[config.mk]
export PLATFORM = sky130hd
export DESIGN_NAME = alu_issue_seq
export DESIGN_NICKNAME = d
export VERILOG_FILES = /design/src/rtl/alu_issue_seq.sv
export SDC_FILE = /design/constraint.sdc
export NUM_CORES = 1
export LEC_CHECK = 0
export ABC_AREA = 1
export CAP_MARGIN = 20
export CORE_MARGIN = 2
export CORE_UTILIZATION = 37
export CTS_BUF_LIST = sky130_fd_sc_hd__clkbuf_8 sky130_fd_sc_hd__clkbuf_16
export DETAILED_ROUTE_END_ITERATION = 6
export GPL_ROUTABILITY_DRIVEN = 0
export PLACE_DENSITY = 0.81
export REMOVE_ABC_BUFFERS = 1
export SYNTH_ARGS = -nofsm -noshare
export SYNTH_HDL_FRONTEND = slang
export SYNTH_SLANG_ARGS = --single-unit
[constraint.sdc]
create_clock -name clk -period 1.35 [get_ports clk]
set_input_delay 0.3375 -clock clk [delete_from_list [all_inputs] [get_ports clk]]
set_output_delay 0.3375 -clock clk [all_outputs]
set_load 0.02 [all_outputs]
[src/rtl/alu_issue_seq.sv]
// ---------------------------------------------------------------------------
// alu_issue_seq
//
// Single-issue sequencer sitting between instruction fetch and an external
// combinational ALU. An accepted instruction is held in an internal register,
// decoded into ALU controls for one EXEC cycle, and the ALU result and status
// are captured into writeback/flag registers at the EXEC->WB edge. Shift and
// rotate commands (cmd 101/110) repeat EXEC/WB up to eight times, feeding the
// previous shift-carry back through sc_i.
//
// Ports
//   clk, reset           clock, asynchronous active-high reset
//   instr_valid, instr   instruction offer from fetch ([8:6] cmd, [5:4] type,
//                        [3:1] subop / shift count-1, [0] v)
//   instr_ready          high while IDLE (an offer is taken this cycle)
//   alu_cmd, Type, M_op, C_op, A_op, V_op
//                        decoded ALU controls, non-zero only in EXEC
//   sc_i                 shift-carry into the ALU (mirror of flag_sc)
//   alu_rslt, alu_sc_o, alu_pari, alu_zero
//                        combinational ALU outputs
//   wb_en, wb_data       writeback strobe (WB cycle) and held result
//   flag_sc, flag_pari, flag_zero
//                        registered status flags
//   busy                 high whenever the sequencer is not IDLE
// ---------------------------------------------------------------------------
module alu_issue_seq #(
    parameter int DW = 8
) (
    input  logic          clk,
    input  logic          reset,
    input  logic          instr_valid,
    input  logic [8:0]    instr,
    output logic          instr_ready,
    output logic [2:0]    alu_cmd,
    output logic [1:0]    Type,
    output logic [2:0]    M_op,
    output logic [1:0]    C_op,
    output logic [2:0]    A_op,
    output logic          V_op,
    output logic          sc_i,
    input  logic [DW-1:0] alu_rslt,
    input  logic          alu_sc_o,
    input  logic          alu_pari,
    input  logic          alu_zero,
    output logic          wb_en,
    output logic [DW-1:0] wb_data,
    output logic          flag_sc,
    output logic          flag_pari,
    output logic          flag_zero,
    output logic          busy
);

    localparam logic [1:0] S_IDLE = 2'd0;
    localparam logic [1:0] S_EXEC = 2'd1;
    localparam logic [1:0] S_WB   = 2'd2;

    logic [1:0]    state_q, state_d;
    logic [8:0]    instr_q, instr_d;
    logic [2:0]    iter_q, iter_d;      // iterations still to run after the current one
    logic          wb_en_q, wb_en_d;
    logic [DW-1:0] wb_data_q, wb_data_d;
    logic          sc_q, sc_d;
    logic          pari_q, pari_d;
    logic          zero_q, zero_d;

    function automatic logic is_shift(input logic [2:0] cmd);
        return (cmd == 3'b101) || (cmd == 3'b110);
    endfunction

    // Type 11 is only meaningful for shift/rotate; anything else is a NOP.
    function automatic logic is_nop(input logic [8:0] w);
        return (w[5:4] == 2'b11) && !is_shift(w[8:6]);
    endfunction

    logic accept;
    assign accept = instr_valid && (state_q == S_IDLE);

    always_comb begin
        state_d   = state_q;
        instr_d   = instr_q;
        iter_d    = iter_q;
        wb_en_d   = 1'b0;
        wb_data_d = wb_data_q;
        sc_d      = sc_q;
        pari_d    = pari_q;
        zero_d    = zero_q;
        case (state_q)
            S_IDLE: begin
                if (accept) begin
                    instr_d = instr;
                    if (!is_nop(instr)) begin
                        state_d = S_EXEC;
                        iter_d  = is_shift(instr[8:6]) ? instr[3:1] : 3'd0;
                    end
                end
            end
            S_EXEC: begin
                // Capture the ALU outputs produced from this cycle's controls.
                state_d   = S_WB;
                wb_en_d   = 1'b1;
                wb_data_d = alu_rslt;
                sc_d      = alu_sc_o;
                pari_d    = alu_pari;
                zero_d    = alu_zero;
            end
            S_WB: begin
                if (iter_q != 3'd0) begin
                    iter_d  = iter_q - 3'd1;
                    state_d = S_EXEC;
                end else begin
                    state_d = S_IDLE;
                end
            end
            default: state_d = S_IDLE;
        endcase
    end

    always_ff @(posedge clk or posedge reset) begin
        if (reset) begin
            state_q   <= S_IDLE;
            instr_q   <= '0;
            iter_q    <= '0;
            wb_en_q   <= 1'b0;
            wb_data_q <= '0;
            sc_q      <= 1'b0;
            pari_q    <= 1'b0;
            zero_q    <= 1'b0;
        end else begin
            state_q   <= state_d;
            instr_q   <= instr_d;
            iter_q    <= iter_d;
            wb_en_q   <= wb_en_d;
            wb_data_q <= wb_data_d;
            sc_q      <= sc_d;
            pari_q    <= pari_d;
            zero_q    <= zero_d;
        end
    end

    // Controls are decoded from the held instruction and gated to EXEC only.
    always_comb begin
        alu_cmd = 3'd0;
        Type    = 2'd0;
        M_op    = 3'd0;
        C_op    = 2'd0;
        A_op    = 3'd0;
        V_op    = 1'b0;
        if (state_q == S_EXEC) begin
            alu_cmd = instr_q[8:6];
            V_op    = instr_q[0];
            // For shift/rotate instr[3:1] is a repeat count, not a sub-op.
            if (!is_shift(instr_q[8:6])) begin
                Type = instr_q[5:4];
                case (instr_q[5:4])
                    2'b00:   M_op = instr_q[3:1];
                    2'b01:   C_op = instr_q[2:1];
                    2'b10:   A_op = instr_q[3:1];
                    default: ;
                endcase
            end
        end
    end

    assign instr_ready = (state_q == S_IDLE);
    assign busy        = (state_q != S_IDLE);
    assign sc_i        = sc_q;
    assign wb_en       = wb_en_q;
    assign wb_data     = wb_data_q;
    assign flag_sc     = sc_q;
    assign flag_pari   = pari_q;
    assign flag_zero   = zero_q;

endmodule
==> results of run 1 <==
-- cell families (layout without fill, tap and decap cells) --
logic type / count (synthesis) / count (layout) / share of synthesized area
compound gates: 7 / 7 / 0.0278
buf+inv: 26 / 113 / 0.0854
flops: 26 / 26 / 0.516
fa+ha+maj: 2 / 2 / 0.0199
simple gates: 100 / 100 / 0.351
-- where the power goes --
group | switching, mW | internal, mW
sequential | 0.202 | 1.15
clock | 0.240 | 0.396
combinational | 1.70 | 1.47
-- layer usage --
| layer | up-vias | routed length, um | share of wire | global-route usage |
|---|---|---|---|---|
| met5 | - | 0 | 0 | 0 |
| met4 | 0 | 55 | 0.016 | 0.0417 |
| met3 | 6 | 150 | 0.043 | 0.0290 |
| met2 | 32 | 1880 | 0.53 | 0.318 |
| met1 | 630 | 1440 | 0.41 | 0.190 |
| li1 | 662 | - | - | - |
-- cell usage in the layout, fill, tap and decap left out --
| cell type | Yosys | final |
|---|---|---|
| buf_4 | 2 | 38 |
| buf_6 | 0 | 14 |
| nand2_1 | 63 | 53 |
| o21ai_2 | 0 | 2 |
| nand3_2 | 0 | 4 |
| inv_6 | 0 | 1 |
| ha_2 | 0 | 1 |
| o21ai_1 | 5 | 3 |
| clkbuf_8 | 0 | 3 |
| inv_1 | 18 | 15 |
| bufinv_16 | 0 | 1 |
| nor2_4 | 3 | 4 |
| dfrtp_1 | 26 | 26 |
| nand2_4 | 1 | 2 |
| or2_2 | 2 | 1 |
| inv_2 | 4 | 4 |
| nand2_2 | 2 | 11 |
| inv_4 | 0 | 2 |
| nor3_2 | 0 | 6 |
| ha_1 | 2 | 1 |
| or2_4 | 1 | 2 |
| clkdlybuf4s15_1 | 0 | 6 |
| dlygate4sd2_1 | 0 | 7 |
| o21ai_0 | 2 | 2 |
| nand3_1 | 11 | 7 |
| clkdlybuf4s50_1 | 0 | 22 |
| nor2_1 | 11 | 6 |
| nor2_2 | 0 | 4 |
-- tightest hold or removal path: cells and delay by family --
kind	cells	cell delay, ns
buffers and inverters	3	0.72
-- cell type report --
cell class / count / area share
Clock buffer: 3 / 0.0182
Clock inverter: 1 / 0.0132
Inverter: 22 / 0.0408
Multi-Input combinational cell: 109 / 0.270
Sequential cell: 26 / 0.287
Tap cell: 46 / 0.0254
Timing Repair Buffer: 87 / 0.346
-- registers in the layout (all words and copies together), names as in the netlist --
name,flops
flag_pari,1
flag_sc,1
flag_zero,1
instr_q,9
iter_q,3
state_q,2
wb_data,8
wb_en,1
-- final timing paths --
check | end | cells after the start | from
max | C_op[1] | 5 | state_q[0]$_DFFE_PP0P_
min | wb_data[2]$_DFFE_PP0P_ | 3 | reset
min reg2reg | wb_data[3]$_DFFE_PP0P_ | 2 | wb_data[3]$_DFFE_PP0P_
max reg2reg | iter_q[0]$_DFFE_PP0P_ | 10 | state_q[1]$_DFFE_PP0P_
max in group asynchronous | instr_q[4]$_DFFE_PP0P_ | 3 | reset
min in group clk | wb_data[3]$_DFFE_PP0P_ | 2 | wb_data[3]$_DFFE_PP0P_
-- per-stage QoR --
stage                     utilization  cell area [sq um]  TNS (ns)  cells
after floorplan                     -               1230     -2.86    157
after global placement          0.599               1980     -6.73    278
after detailed placement        0.599               1980     -7.36    278
after CTS                       0.628               2080     -4.19    285
after global routing            0.685               2270     -6.93    294
final                           0.685               2270     -4.95    294
-- what timing repair did --
action	in CTS	in global routing
hold endpoints to repair	0	0
gates cloned	0	1
buffers inserted	3	10
pin swaps	3	9
endpoints found under the setup margin	31	34
gates resized for setup	115	47
==> flow_summary_export.csv, run 1 <==
group,metric,value,unit
run_status,status,"complete, but fails checks",
run_status,violations,"negative setup slack",
routing,drt-total-wl,3520,um
logic_synthesis,synth-seq-cells,26,
logic_synthesis,syn_area,0.00126,sq mm
die,dieWidth,62.4,um
sta,fmax,592,MHz
logic_synthesis,synth-edff-count,0,
logic_synthesis,netlist_instances,161,
clock_network,clock-root-buffer,"clkbuf_8",
clock_network,cts_buffers,3,
sta,finalHoldViolations,0,
logic_synthesis,yosysWarnings,0,
sta,rsz0062_at_grt,"true",
pwr,power.total,5.16,mW
global_route,grt_max_degree,16,
sta,setup_ws,-0.338,ns
logic_synthesis,synth_ff_type,"dfrtp_1",
layout,seq_area,651,sq um
setup_path,cp_data_required_time,1.01,ns
clock_network,htreeDepth,1,
die,die_area,0.00389,sq mm
logic_synthesis,syn-mean-instance-area,7.83,sq um
setup_path,end_kind,"output port",
sta,finClkSkew,0.00733,ns
clock_network,clock_latency,0.27,ns
global_route,grt_pass1_vias,1280,
logic_synthesis,yosysTopAreaCellShare,0.516,
logic_synthesis,synth_top_cell_by_area,"dfrtp_1",
sta,period_share,1.25,
pwr,p_per_area,2280,mW/mm^2
layout,nets,274,
setup_path,worstSetupPathType,"reg2out",
global_route,grt_pass1_wl,5310,um
clock_network,cts_tree,"yes",
setup_path,path_max_fanout,4,
setup_path,critical_path.top_delay_family,"simple AND/OR/NAND/NOR gates",
clock_network,clock_sinks,26,
die,floorplan.initialDensity,0.381,
logic_synthesis,synth_common_cells,"63 x nand2_1, 26 x dfrtp_1, 18 x inv_1, 11 x nand3_1, 11 x nor2_1",
worst_hold_path,hold_class,"in2async",
logic_synthesis,yosysMostFrequentCell,"nand2_1",
pwr,irDropWorstVdd,1040,uV
die,ioPinCount,52,
sta,finalWorstPathRequiredPeriod,1.69,ns
routing,ant_nets,0,
clock_network,holdBufCountCts,0,
setup_path,worstPathCellList,"inv_2, nor2_4, nand2_2, nor3_2, buf_4",
setup_path,crit_buf_inv,2,
sta,finalSetupViolations,26,
sta,maxSlewHeadroom,0.854,
setup_path,cp-start-kind,"register",
layout,area_growth,80.0,%
logic_synthesis,synth_cell_types,17,
placement,post-place-ws,-0.483,ns
logic_synthesis,ys_top_cells_by_area,"dfrtp_1 52%, nand2_1 19%, inv_1 5.4%",
layout,drive_gt1_frac,0.403,
routing,route.vias.total,1330,
routing,drcViolationCount,0,
global_route,track_usage,0.166,
logic_synthesis,ys_seq_area_frac,0.516,
sta,finalMaxSlewViolations,0,
clock_network,clk_path_buf_depth,2,
sta,worst_pin_slew,0.221,ns
die,fp.dieH,62.4,um
sta,whs,0.420,ns
setup_path,slowest_stage,"dfrtp_1",
setup_path,arrival,1.35,ns
layout,insertedDiodeCount,0,
setup_path,critPathMaxStageDelay,0.38,ns
setup_path,worst-r2r-setup-slack,-0.14,ns
logic_synthesis,synthArstFlopShare,1.00,
routing,firstDrtPassIters,4,
global_route,antenna_found_initial,0,
die,coreArea,0.00331,sq mm
routing,viasPerCell,4.52,
placement,io_buffer_count,51,
placement,hpwlAfterDp,2300,um
flow_run,max_cap_violations,0,
routing,drt_iter0_drc,25,
pwr,p_leak,1.16,nW
global_route,grt_overflow,0,
clock_network,path_clk_slew,0.09,ns
routing,wl_per_cell,12.0,um
layout,fillers,275,
layout,multi_input_area,612,sq um
die,rows,21,
Power figures use the tool's default switching activity.
==> inputs of run 2 (changes only) <==
==> constraint.sdc (replaced) <==
create_clock -name clk -period 1.35 [get_ports clk]
set_input_delay 0.27 -clock clk [delete_from_list [all_inputs] [get_ports clk]]
set_output_delay 0.27 -clock clk [all_outputs]
set_load 0.02 [all_outputs]
==> run 2 against run 1 <==
The run still ends with negative setup slack left. Die area is the same. Design area fell by 5.6%. Combinational power fell by 6.9%. Largest cell class unchanged. Critical path depth is 1 lower. Largest power group unchanged. Sequential share of layout area grew 1.7 points.
==> flow_summary_export.csv, run 2 (synthesis results as in run 1) <==
group,metric,value,unit
run_status,status,"complete, but fails checks",
run_status,violations,"negative setup slack",
setup_path,slowest_stage,"dfrtp_1",
routing,viasPerCell,4.39,
layout,drive_gt1_frac,0.350,
clock_network,htreeDepth,1,
sta,maxSlewHeadroom,0.849,
global_route,grt_pass1_wl,5240,um
layout,insertedDiodeCount,0,
pwr,irDropWorstVdd,975,uV
layout,nets,266,
setup_path,reg2reg_from,"state_q[1]$_DFFE_PP0P_",
setup_path,end_kind,"output port",
layout,layout_commonest_cell,"nand2_1",
clock_network,cts_buffers,3,
pwr,p_sw,2.05,mW
routing,wl_per_cell,11.0,um
layout,top_register,"instr_q",
sta,setup_ws,-0.279,ns
pwr,power_frac_seq,0.280,
pwr,p_leak,1.12,nW
flow_run,max_cap_violations,0,
setup_path,cp-start-kind,"register",
die,die_area,0.00389,sq mm
layout,multi_input_area,599,sq um
setup_path,path_max_fanout,4,
clock_network,cts_tree,"yes",
setup_path,critPathMaxStageDelay,0.43,ns
layout,seq_area,651,sq um
die,rows,21,
layout,fillers,285,
layout,area_growth,69.9,%
clock_network,holdBufCountCts,0,
setup_path,rr_worst_depth,10,
pwr,clkPwrFrac,0.106,
clock_network,clock_sinks,26,
setup_path,worstReg2RegEnd,"iter_q[1]$_DFFE_PP0P_",
setup_path,worstPathCellList,"nor2_4, nand2_1, nor3_2, buf_4",
die,fp.dieH,62.4,um
clock_network,path_clk_slew,0.09,ns
sta,worst_pin_slew,0.226,ns
routing,firstDrtPassIters,4,
global_route,track_usage,0.170,
placement,post_dp_cell_area,0.00197,sq mm
pwr,p_sw_frac,0.428,
clock_network,clk_path_buf_depth,2,
routing,drt_iter0_drc,31,
pwr,pwr-share-comb,0.614,
clock_network,clock_latency,0.28,ns
setup_path,arrival,1.36,ns
sta,period_share,1.21,
setup_path,cp_data_required_time,1.08,ns
routing,ant_nets,0,
global_route,grt_max_degree,15,
die,dieWidth,62.4,um
global_route,grt_pass1_vias,1263,
sta,rsz0062_at_grt,"true",
clock_network,clock-root-buffer,"clkbuf_8",
setup_path,crit_buf_inv,1,
setup_path,worstSetupPathType,"reg2out",
sta,finClkSkew,0.00452,ns
sta,fmax,614,MHz
layout,layout_common_cells,"59 x nand2_1, 34 x buf_4, 26 x dfrtp_1",
routing,drcViolationCount,0,
setup_path,worst-r2r-setup-slack,-0.12,ns
layout,largest_reg_flops,9,
pwr,cell_internal_pwr,2.75,mW
sta,whs,0.306,ns
sta,finalWorstPathRequiredPeriod,1.63,ns
worst_hold_path,hold_class,"in2async",
die,coreArea,0.00331,sq mm
placement,hpwlAfterDp,2230,um
global_route,antenna_found_initial,0,
routing,route.vias.total,1255,
die,floorplan.initialDensity,0.381,
sta,finalMaxSlewViolations,0,
layout,postLayoutCellArea,0.00214,sq mm
die,ioPinCount,52,
placement,io_buffer_count,51,
sta,finalSetupViolations,29,
global_route,grt_overflow,0,
routing,drt-total-wl,3160,um
pwr,p_per_area,2240,mW/mm^2
setup_path,crit_start,"state_q[1]$_DFFE_PP0P_",
sta,finalHoldViolations,0,
setup_path,critical_path.top_delay_family,"simple AND/OR/NAND/NOR gates",
[run 2: changes by cell type in the layout (fill, tap and decap cells not counted), sizes merged]
cell,before,now
buf,52,43
clkdlybuf4s15,6,0
dlygate4sd2,7,13
bufinv,1,0
clkbuf,3,4
nor2,14,15
[run 2: timing repair]
| action | CTS | global route |
|---|---|---|
| resized for setup | 112 | 28 |
| cloned | 2 | 0 |
| buffers inserted | 2 | 2 |
| setup endpoints to repair | 37 | 28 |
| pin swaps | 6 | 3 |
[run 2: area by class of cell]
class	count	area share
repair buffers	78	0.323
flip-flops and latches	26	0.304
multi-input cells	110	0.280
inverters	22	0.0409
well taps	46	0.0269
clock buffers	4	0.0257
[run 2: per-stage QoR]
step                power [mW]  TNS (ns)   util  setup slack [ns]  instances
floorplan                 2.68     -1.92      -            -0.279        157
global placement          3.93     -5.00  0.594            -0.365        276
detailed placement        4.00     -5.47  0.594            -0.393        276
CTS                       4.58     -2.65  0.617            -0.248        284
global route              5.17     -6.13  0.647            -0.360        286
finish                    4.80     -3.97  0.647            -0.279        286
[run 2: power by group through the flow]
stage / combinational [mW] / clock (mW) / sequential (mW)
4_1_cts: 2.73 / 0.517 / 1.34
2_1_floorplan: 1.10 / 0 / 1.58
6_report: 2.95 / 0.508 / 1.34
3_5_place_dp: 2.64 / 0 / 1.36
3_3_place_gp: 2.58 / 0 / 1.34
5_1_grt: 3.23 / 0.541 / 1.40
[run 2: worst reg2reg max path, delay by kind of cell, from the launching register on]
kind | cells | cell delay (ns)
flops | 1 | 0.43
simple gates | 6 | 0.57
buf+inv | 4 | 0.41
[run 2: metal layers]
| metal | up-vias | track usage | share of wire | routed length, um |
|---|---|---|---|---|
| li1 | 645 | - | - | - |
| met1 | 574 | 0.186 | 0.41 | 1290 |
| met2 | 31 | 0.311 | 0.53 | 1660 |
| met3 | 5 | 0.0417 | 0.049 | 155 |
| met4 | 0 | 0.0750 | 0.015 | 48 |
| met5 | - | 0 | 0 | 0 |
[run 2: how the worst max path moves through the flow]
stage | to | slack [ns] | cells after the start
final | C_op[0] | -0.28 | 4
after global routing | C_op[0] | -0.36 | 5
after CTS | A_op[2] | -0.25 | 6
after detailed placement | A_op[2] | -0.39 | 6
after global placement | M_op[2] | -0.36 | 6
after floorplan | A_op[2] | -0.28 | 4
